<file path="config.mk">
export PLATFORM = sky130hd
export DESIGN_NAME = udp_clk_gen_multi
export DESIGN_NICKNAME = d
export VERILOG_FILES = /design/src/rtl/udp_clk_pkg.sv /design/src/rtl/udp_clk_chan.sv /design/src/rtl/udp_clk_gen_multi.sv
export SDC_FILE = /design/constraint.sdc
export NUM_CORES = 2
export LEC_CHECK = 0
export ABC_CLOCK_PERIOD_IN_PS = 89000
export BUFFER_PORTS_ARGS = -buffer_cell sky130_fd_sc_hd__buf_2
export CAP_MARGIN = 20
export CORE_MARGIN = 2
export CORE_UTILIZATION = 65
export CTS_CLUSTER_DIAMETER = 100
export DETAILED_ROUTE_END_ITERATION = 10
export PLACE_DENSITY = 0.83
export SLEW_MARGIN = 0
export SYNTH_ARGS = -nofsm -noshare
export SYNTH_HDL_FRONTEND = slang
export SYNTH_SLANG_ARGS = --single-unit
</file>
<file path="constraint.sdc">
create_clock -name clk -period 89 [get_ports clk]
set_clock_uncertainty 0.2 [all_clocks]
set_input_delay 8.9 -clock clk [delete_from_list [all_inputs] [get_ports clk]]
set_output_delay 8.9 -clock clk [all_outputs]
set_load 0.02 [all_outputs]
</file>
<file path="src/rtl/udp_clk_pkg.sv">
// Shared types and helpers for the multi-channel reference-clock generator.
// Helpers work on a 64-bit word so any channel WIDTH up to 64 can use them.
package udp_clk_pkg;

    localparam int UDP_CLK_WIDTH = 32;
    localparam int FN_W          = 64;

    typedef logic [FN_W-1:0] fn_word_t;

    typedef struct packed {
        logic                     en;
        logic [UDP_CLK_WIDTH-1:0] period;
        logic [UDP_CLK_WIDTH-1:0] thresh;
        logic [UDP_CLK_WIDTH-1:0] phase;
    } chan_cfg_t;

    function automatic fn_word_t period_eff(input fn_word_t period);
        return (period < fn_word_t'(2)) ? fn_word_t'(2) : period;
    endfunction

    function automatic fn_word_t phase_eff(input fn_word_t phase, input fn_word_t per_eff);
        return (phase >= per_eff) ? '0 : phase;
    endfunction

endpackage

</file>
<file path="src/rtl/udp_clk_chan.sv">
// One clock channel: period counter, live/shadow config, wrap-aligned commit, registered outputs.
// Outputs lag the counter by one cycle; shadow writes are only offered while nothing is pending.
module udp_clk_chan
    import udp_clk_pkg::*;
#(
    parameter int WIDTH = UDP_CLK_WIDTH
)(
    input  logic             clk,
    input  logic             reset,
    input  logic             i_wr,
    input  logic             i_en,
    input  logic [WIDTH-1:0] i_period,
    input  logic [WIDTH-1:0] i_thresh,
    input  logic [WIDTH-1:0] i_phase,
    input  logic             i_sync,
    output logic             o_clk,
    output logic             o_tick,
    output logic             o_pending
);

    typedef struct packed {
        logic             en;
        logic [WIDTH-1:0] period;
        logic [WIDTH-1:0] thresh;
        logic [WIDTH-1:0] phase;
    } cfg_t;

    cfg_t             r_live;
    cfg_t             r_shadow;
    logic             r_pend;
    logic [WIDTH-1:0] r_cnt;

    logic [WIDTH-1:0] w_pe;
    logic [WIDTH-1:0] w_ph;
    logic [WIDTH-1:0] w_sh_pe;
    logic [WIDTH-1:0] w_sh_ph;
    logic             w_wrap;
    logic             w_commit;

    assign w_pe    = WIDTH'(period_eff(fn_word_t'(r_live.period)));
    assign w_ph    = WIDTH'(phase_eff(fn_word_t'(r_live.phase), fn_word_t'(w_pe)));
    assign w_sh_pe = WIDTH'(period_eff(fn_word_t'(r_shadow.period)));
    assign w_sh_ph = WIDTH'(phase_eff(fn_word_t'(r_shadow.phase), fn_word_t'(w_sh_pe)));

    // A disabled channel has no period boundary to wait for, so it commits at once.
    assign w_wrap   = r_live.en && (r_cnt == (w_pe - WIDTH'(1)));
    assign w_commit = r_pend && (!r_live.en || w_wrap);

    assign o_pending = r_pend;

    always_ff @(posedge clk or posedge reset) begin
        if (reset) begin
            r_live   <= '0;
            r_shadow <= '0;
            r_pend   <= 1'b0;
            r_cnt    <= '0;
            o_clk    <= 1'b1;
            o_tick   <= 1'b0;
        end else begin
            o_clk  <= r_live.en ? (r_cnt > r_live.thresh) : 1'b1;
            o_tick <= w_wrap;

            if (w_commit) begin
                r_live <= r_shadow;
                r_pend <= 1'b0;
                r_cnt  <= r_shadow.en ? w_sh_ph : '0;
            end else if (!r_live.en) begin
                r_cnt <= '0;
            end else if (i_sync) begin
                r_cnt <= w_ph;
            end else if (w_wrap) begin
                r_cnt <= '0;
            end else begin
                r_cnt <= r_cnt + WIDTH'(1);
            end

            // Placed last so a write never gets lost behind a commit in the same cycle.
            if (i_wr) begin
                r_shadow <= '{en: i_en, period: i_period, thresh: i_thresh, phase: i_phase};
                r_pend   <= 1'b1;
            end
        end
    end

endmodule

</file>
<file path="src/rtl/udp_clk_gen_multi.sv">
// Multi-channel reference-clock generator: channel-select decode, ready mux and sync fan-out.
// Config handshake is valid/ready; ready drops only for a channel whose previous write is uncommitted.
module udp_clk_gen_multi
    import udp_clk_pkg::*;
#(
    parameter int CHANNELS = 4,
    parameter int WIDTH    = UDP_CLK_WIDTH,
    parameter int CH_W     = (CHANNELS > 1) ? $clog2(CHANNELS) : 1
)(
    input  logic                clk,
    input  logic                reset,
    input  logic                cfg_valid,
    output logic                cfg_ready,
    input  logic [CH_W-1:0]     cfg_ch,
    input  logic                cfg_enable,
    input  logic [WIDTH-1:0]    cfg_period,
    input  logic [WIDTH-1:0]    cfg_thresh,
    input  logic [WIDTH-1:0]    cfg_phase,
    input  logic                sync,
    output logic [CHANNELS-1:0] clk_out,
    output logic [CHANNELS-1:0] tick,
    output logic [CHANNELS-1:0] pending
);

    logic [CHANNELS-1:0] w_wr;

    // Selects beyond CHANNELS read as ready and the write is dropped.
    always_comb begin
        cfg_ready = 1'b1;
        for (int i = 0; i < CHANNELS; i++) begin
            if (cfg_ch == CH_W'(i)) cfg_ready = !pending[i];
        end
    end

    for (genvar g = 0; g < CHANNELS; g++) begin : g_chan
        assign w_wr[g] = cfg_valid && cfg_ready && (cfg_ch == CH_W'(g));

        udp_clk_chan #(.WIDTH(WIDTH)) u_chan (
            .clk       (clk),
            .reset     (reset),
            .i_wr      (w_wr[g]),
            .i_en      (cfg_enable),
            .i_period  (cfg_period),
            .i_thresh  (cfg_thresh),
            .i_phase   (cfg_phase),
            .i_sync    (sync),
            .o_clk     (clk_out[g]),
            .o_tick    (tick[g]),
            .o_pending (pending[g])
        );
    end

endmodule

</file>
Word-level counts from Yosys, hierarchy flattened

Cells that the tools add are included.

Add/sub/neg operators: 8
Multiply operators: 0
Shift operators: 0
Muxes and demuxes: 52
Bitwise gates (word level): 0
Magnitude comparators: 20
Reduce and logical (&&, ||, !) cells: 30
Div/mod/pow operators: 0
Equality and inequality tests: 7

Operators with widths:

| kind                                                                           | number |
|---|---|
| 32-bit two-way mux                                                             | 36 |
| 32-bit greater-or-equal comparator                                             | 8 |
| 32-bit by 2-bit less-than comparator with 1-bit output (second input constant) | 8 |
| 32-bit by 1-bit adder with 32-bit output (second input constant)               | 4 |
| 32-bit equality test                                                           | 4 |
| 32-bit greater-than comparator                                                 | 4 |
| 32-bit by 1-bit subtractor with 32-bit output (second input constant)          | 4 |
| 1-bit two-way mux                                                              | 16 |
| 1-bit logical AND                                                              | 13 |
| 1-bit logical NOT                                                              | 8 |
| 2-bit nonzero test                                                             | 4 |
| 2-bit equality test (second input constant)                                    | 2 |
| 1-bit logical OR                                                               | 4 |
| 2-bit by 1-bit equality test with 1-bit output (second input constant)         | 1 |
| 2-bit logical NOT                                                              | 1 |

Output and inout port bits: 13
RAM bits: 0
Bits in registers: 916
Memories: 0
Bits in read-only memories: 0
Latch bits: 0
Word-level logic and storage cells: 165

Logic depth before layout (Yosys ltp)

Depth in word-level cells: 9
Gate-level depth with buffers: 20
Depth with buffers taken out: 15

Hierarchy

A second synthesis with hierarchy kept.

Cells, all modules: 4921
Area total of the unflattened synthesis: 52664.3 sq um

Modules (own cells, without submodules):

| module                               | area an instance (sq um) | instances | cells each | sequential area each (sq um) |
|---|---|---|---|---|
| udp_clk_chan at g_chan[0].u_chan ... | 13198.9                  | 3         | 1235       | 5731.7 |
| udp_clk_chan at g_chan[1].u_chan     | 13006.2                  | 1         | 1209       | 5731.7 |
| udp_clk_gen_multi                    | 61.3                     | 1         | 7          | 0.0 |

Least setup slack after synthesis

Ideal clock, no wire load.

Kind: input port to output port
Start: in cfg_ch[0]
End: out cfg_ready
Setup slack: 70.382 ns
Stages on the path: 2
Path buffers: 0
Data required time: 79.900 ns
Data arrival time: 9.518 ns
Path through: mux4_2 -> inv_1

Word-level cells in the longest chain between the ends: 5
Elaborated cells on any way between the ends: 8
Those cells by class: eq/ne: 3; mux: 4; reduce/logical: 1

RTL lines:

| element                        | line                    | source |
|---|---|---|
| from (decl)                    | udp_clk_gen_multi.sv:14 | `input logic [CH_W-1:0] cfg_ch,` |
| 2-bit logical NOT              | udp_clk_gen_multi.sv:31 | `if (cfg_ch == CH_W'(i)) cfg_ready = !pending[i];` |
| 1-bit two-way mux (3 in a row) | udp_clk_gen_multi.sv:31 |  |
| 1-bit two-way mux *            | udp_clk_gen_multi.sv:31 |  |
| to (decl)                      | udp_clk_gen_multi.sv:13 | `output logic cfg_ready,` |

Every way passes the cells marked *; elsewhere a longest branch is shown, timed or not.

Worst setup path after layout

Same ends and word-level chain as after synthesis.

==> results.py <==
metrics = {
    "status": {
        "violations": "max-capacitance violations",
        "outcome": "finished with violations",
    },
    "floorplan": {
        "initial_core_util": 0.656,
        "die_y_um": 289,
        "fp-row-count": 104,
        "core_area_mm2": 0.0803,
        "die_w_um": 289,
        "io_pins": 116,
        "dieArea_mm2": 0.0833,
    },
    "routing": {
        "drt.antenna.violating_nets": 0,
        "drtIter0Drc": 5163,
        "wl_mm": 166,
        "drc": 0,
        "vias": 42200,
        "highest_layer": "met5",
        "drtPass1Iterations": 6,
        "wl_met1_mm": 67.2,
        "vias_per_cell": 6.70,
        "wl_met2_mm": 68.1,
        "wl_met3_mm": 21.1,
        "drt-wirelength-per-cell_um": 26.4,
    },
    "logic_synthesis": {
        "postSynthCellCount": 5121,
        "yosysUniqueCellTypes": 95,
        "synth_top_area_share": 0.434,
        "yosys.area_share.adder": 0.0932,
        "synth_flop_cell": "dfrtp_1",
        "netlist_area_mm2": 0.0526,
        "synth-edff-count": 0,
        "synth_async_sr_flop_share": 1.00,
        "synth_compound_area_frac": 0.139,
        "yosys_warnings": 0,
        "synthMuxAreaShare": 0.110,
        "synth_nets": 5616,
        "synth_xor_area_frac": 0.0445,
        "yosysMostFrequentCell": "dfrtp_1",
        "yosys-top-cells-count": "912 x dfrtp_1, 462 x nand2_1, 448 x inv_1, 392 x ha_1, 373 x o21ai_0",
        "synthSimpleGateAreaFrac": 0.124,
        "syn_avg_cell_area_um2": 10.3,
        "synth_top_area_cell": "dfrtp_1",
        "synth_area_leaders": "dfrtp_1 43%, ha_1 9.3%, mux2_2 7.0%, o21ai_0 3.5%, nand2_1 3.3%",
        "synth_top_family_by_area": "compound AO/OA/AOI/OAI gates",
        "synth-seq-cells": 916,
        "synth_seq_area_share": 0.436,
    },
    "power": {
        "switching_share": 0.422,
        "clkPwrFrac": 0.193,
        "p_leak_nw": 26.4,
        "p_seq_frac": 0.382,
        "ir_drop_mv": 0.0305,
        "combPwrFrac": 0.425,
        "p_sw_w": 0.000937,
        "power.internal_w": 0.00128,
        "power_density_mw_per_mm2": 38.7,
    },
    "global_route": {
        "grt_max_degree": 183,
        "grt_pass1_vias": 40600,
        "grt.overflow.total": 0,
        "grt_antenna_before_repair": 14,
        "grt_usage": 0.400,
        "grt_pass1_wl_mm": 251,
    },
    "timing": {
        "slew_violations": 0,
        "maxSlewHeadroom": 0.0197,
        "period_share": 0.215,
        "layout_min_cycle_time_ns": 19.14,
        "timing.hold.ws_ns": 0.280,
        "setup_tns_ns": 0,
        "worstMarginPinSlew_ns": 1.46,
        "finalHoldViolCount": 0,
        "setup_viol": 0,
        "rsz0062_at_grt": "no",
        "max_freq_mhz": 52.2,
    },
    "clock_tree": {
        "hold_buffers": 0,
        "cts_setup_buffers": 0,
        "clock_latency_ns": 0.68,
        "clkTransAtPathRegs_ns": 0.06,
        "cts_buffers": 97,
        "post_cts_resize_count": 0,
        "cts_max_level": 3,
        "cts_tree": "built",
        "cts_buffer_depth": 3,
        "cts_sinks": 916,
        "cts-root-buf": "clkbuf_16",
    },
    "place": {
        "detailed_place.area_mm2": 0.0539,
        "io_buffers": 115,
        "post-dp-hpwl_mm": 121,
        "place_congestion": 1.00,
    },
    "layout": {
        "area_growth_pct": 9.00,
        "drive_above_1_share": 0.151,
        "fillerInstances": 5664,
        "layout.nets": 5643,
        "stdcell_area_mm2": 0.0574,
    },
    "worst_setup_path": {
        "end_kind": "output port",
        "path_class": "in2out",
        "crit_fanout": 5,
        "start_kind": "primary input",
        "critPathArrivalTime_ns": 10.04,
        "r2r-start": "g_chan[0].u_chan.r_live[78]",
        "startpoint": "cfg_ch[0]",
        "worstPathRequired_ns": 79.90,
    },
    "worst_hold_path": {
        "hp-class": "reg2reg",
        "hp-start": "g_chan[3].u_chan.r_shadow[51]",
    },
    "flow_run": {
        "max_cap_violations": 1,
    },
}
layout by cell type, fill, tap and decap left out, types with 19 or more instances in the layout:
cell / netlist / layout
o31ai_1: 22 / 21
a22oi_1: 31 / 31
a31oi_1: 23 / 22
dfrtp_1: 912 / 912
buf_4: 21 / 51
a32oi_1: 29 / 29
nor2_1: 144 / 143
o21a_1: 20 / 20
mux2i_1: 36 / 36
mux2_4: 66 / 66
mux2_2: 327 / 327
buf_2: 46 / 115
nor3_1: 80 / 78
o21ai_0: 373 / 373
a21oi_1: 108 / 106
o2bb2ai_1: 64 / 64
a211oi_1: 28 / 28
or4_1: 23 / 23
or3_1: 23 / 23
nand4_1: 124 / 124
o22ai_1: 34 / 34
o211ai_1: 19 / 19
and3_1: 34 / 34
xnor2_1: 137 / 137
nor4_1: 92 / 91
and4_1: 30 / 30
o21ai_1: 21 / 20
a21o_1: 110 / 109
nand2_1: 462 / 462
ha_1: 392 / 392
xor2_1: 128 / 128
clkbuf_1: 152 / 22
a22o_1: 96 / 96
mux2_1: 65 / 65
nand2b_1: 31 / 31
nand3_1: 104 / 103
inv_1: 448 / 447
nor2b_1: 42 / 42
clkbuf_16: 0 / 100
power by group through the flow:
stage,clock network (W),registers (W),logic (W)
after CTS,0.000429,0.000836,0.000921
after global placement,0,0.000831,0.000860
final,0.000428,0.000848,0.000944
after global routing,0.000445,0.000868,0.00104
after detailed placement,0,0.000840,0.000901
after floorplan,0,0.000737,0.000703
metrics by stage:
| stage | power (W) | cells | setup WS, ns | utilization |
|---|---|---|---|---|
| after floorplan | 0.00144 | 5121 | 54.15 | - |
| after global placement | 0.00169 | 6106 | 69.91 | 0.672 |
| after detailed placement | 0.00174 | 6106 | 69.90 | 0.672 |
| after CTS | 0.00219 | 6285 | 69.90 | 0.714 |
| after global routing | 0.00235 | 6288 | 69.85 | 0.714 |
| final | 0.00222 | 6297 | 69.86 | 0.715 |
state kept, by name, indices dropped and copies added (netlist names):
signal	count
g_chan.u_chan.r_live	388
g_chan.u_chan.r_shadow	388
g_chan.u_chan.o_clk	4
g_chan.u_chan.o_tick	4
g_chan.u_chan.o_pending	4
g_chan.u_chan.r_cnt	128
area by class of cell:
type                       count  area (µm²)  share of cell area
clock buffer                 140        2830              0.0494
inverter                     449        1690              0.0295
antenna                        9        22.5            0.000393
timing repair buffer         169        1030              0.0179
tap                         1060        1330              0.0231
multi-input combinational   3515       27000               0.471
clock inverter                39         523             0.00912
sequential                   916       22900               0.400
cells by family (layout without fill, tap and decap cells):
| logic type | count (synthesis) | count (layout) |
|---|---|---|
| XOR/XNOR | 266 | 266 |
| buffers and inverters | 690 | 797 |
| multiplexers | 495 | 495 |
| other | 0 | 9 |
| AO/OA/AOI/OAI | 1091 | 1091 |
| flip-flops | 916 | 916 |
| AND/OR/NAND/NOR | 1271 | 1271 |
| adder cells (fa/ha/maj) | 392 | 392 |
layer usage:
layer	GRT usage	vias to the layer above
li1	-	18400
met1	0.567	20700
met2	0.560	2517
met3	0.121	553
met4	0.193	6
met5	0	-
critical path, cell delays in order:
cell and delay (ns):
buf_2 0.15, mux4_2 0.69, inv_1 0.12, buf_2 0.17
final timing paths:
kind | to | slack, ns | cells past startpoint
min in group asynchronous | g_chan[2].u_chan.o_tick | 8.16 | 2
setup / recovery | cfg_ready | 69.86 | 4
hold / removal | g_chan[3].u_chan.r_live[51] | 0.28 | 1
setup reg to reg | g_chan[0].u_chan.r_cnt[29] | 81.27 | 17
hold reg to reg | g_chan[3].u_chan.r_live[51] | 0.28 | 1
max in group asynchronous | g_chan[0].u_chan.r_live[44] | 76.51 | 6
No activity file was read; power rests on OpenSTA's default activity.
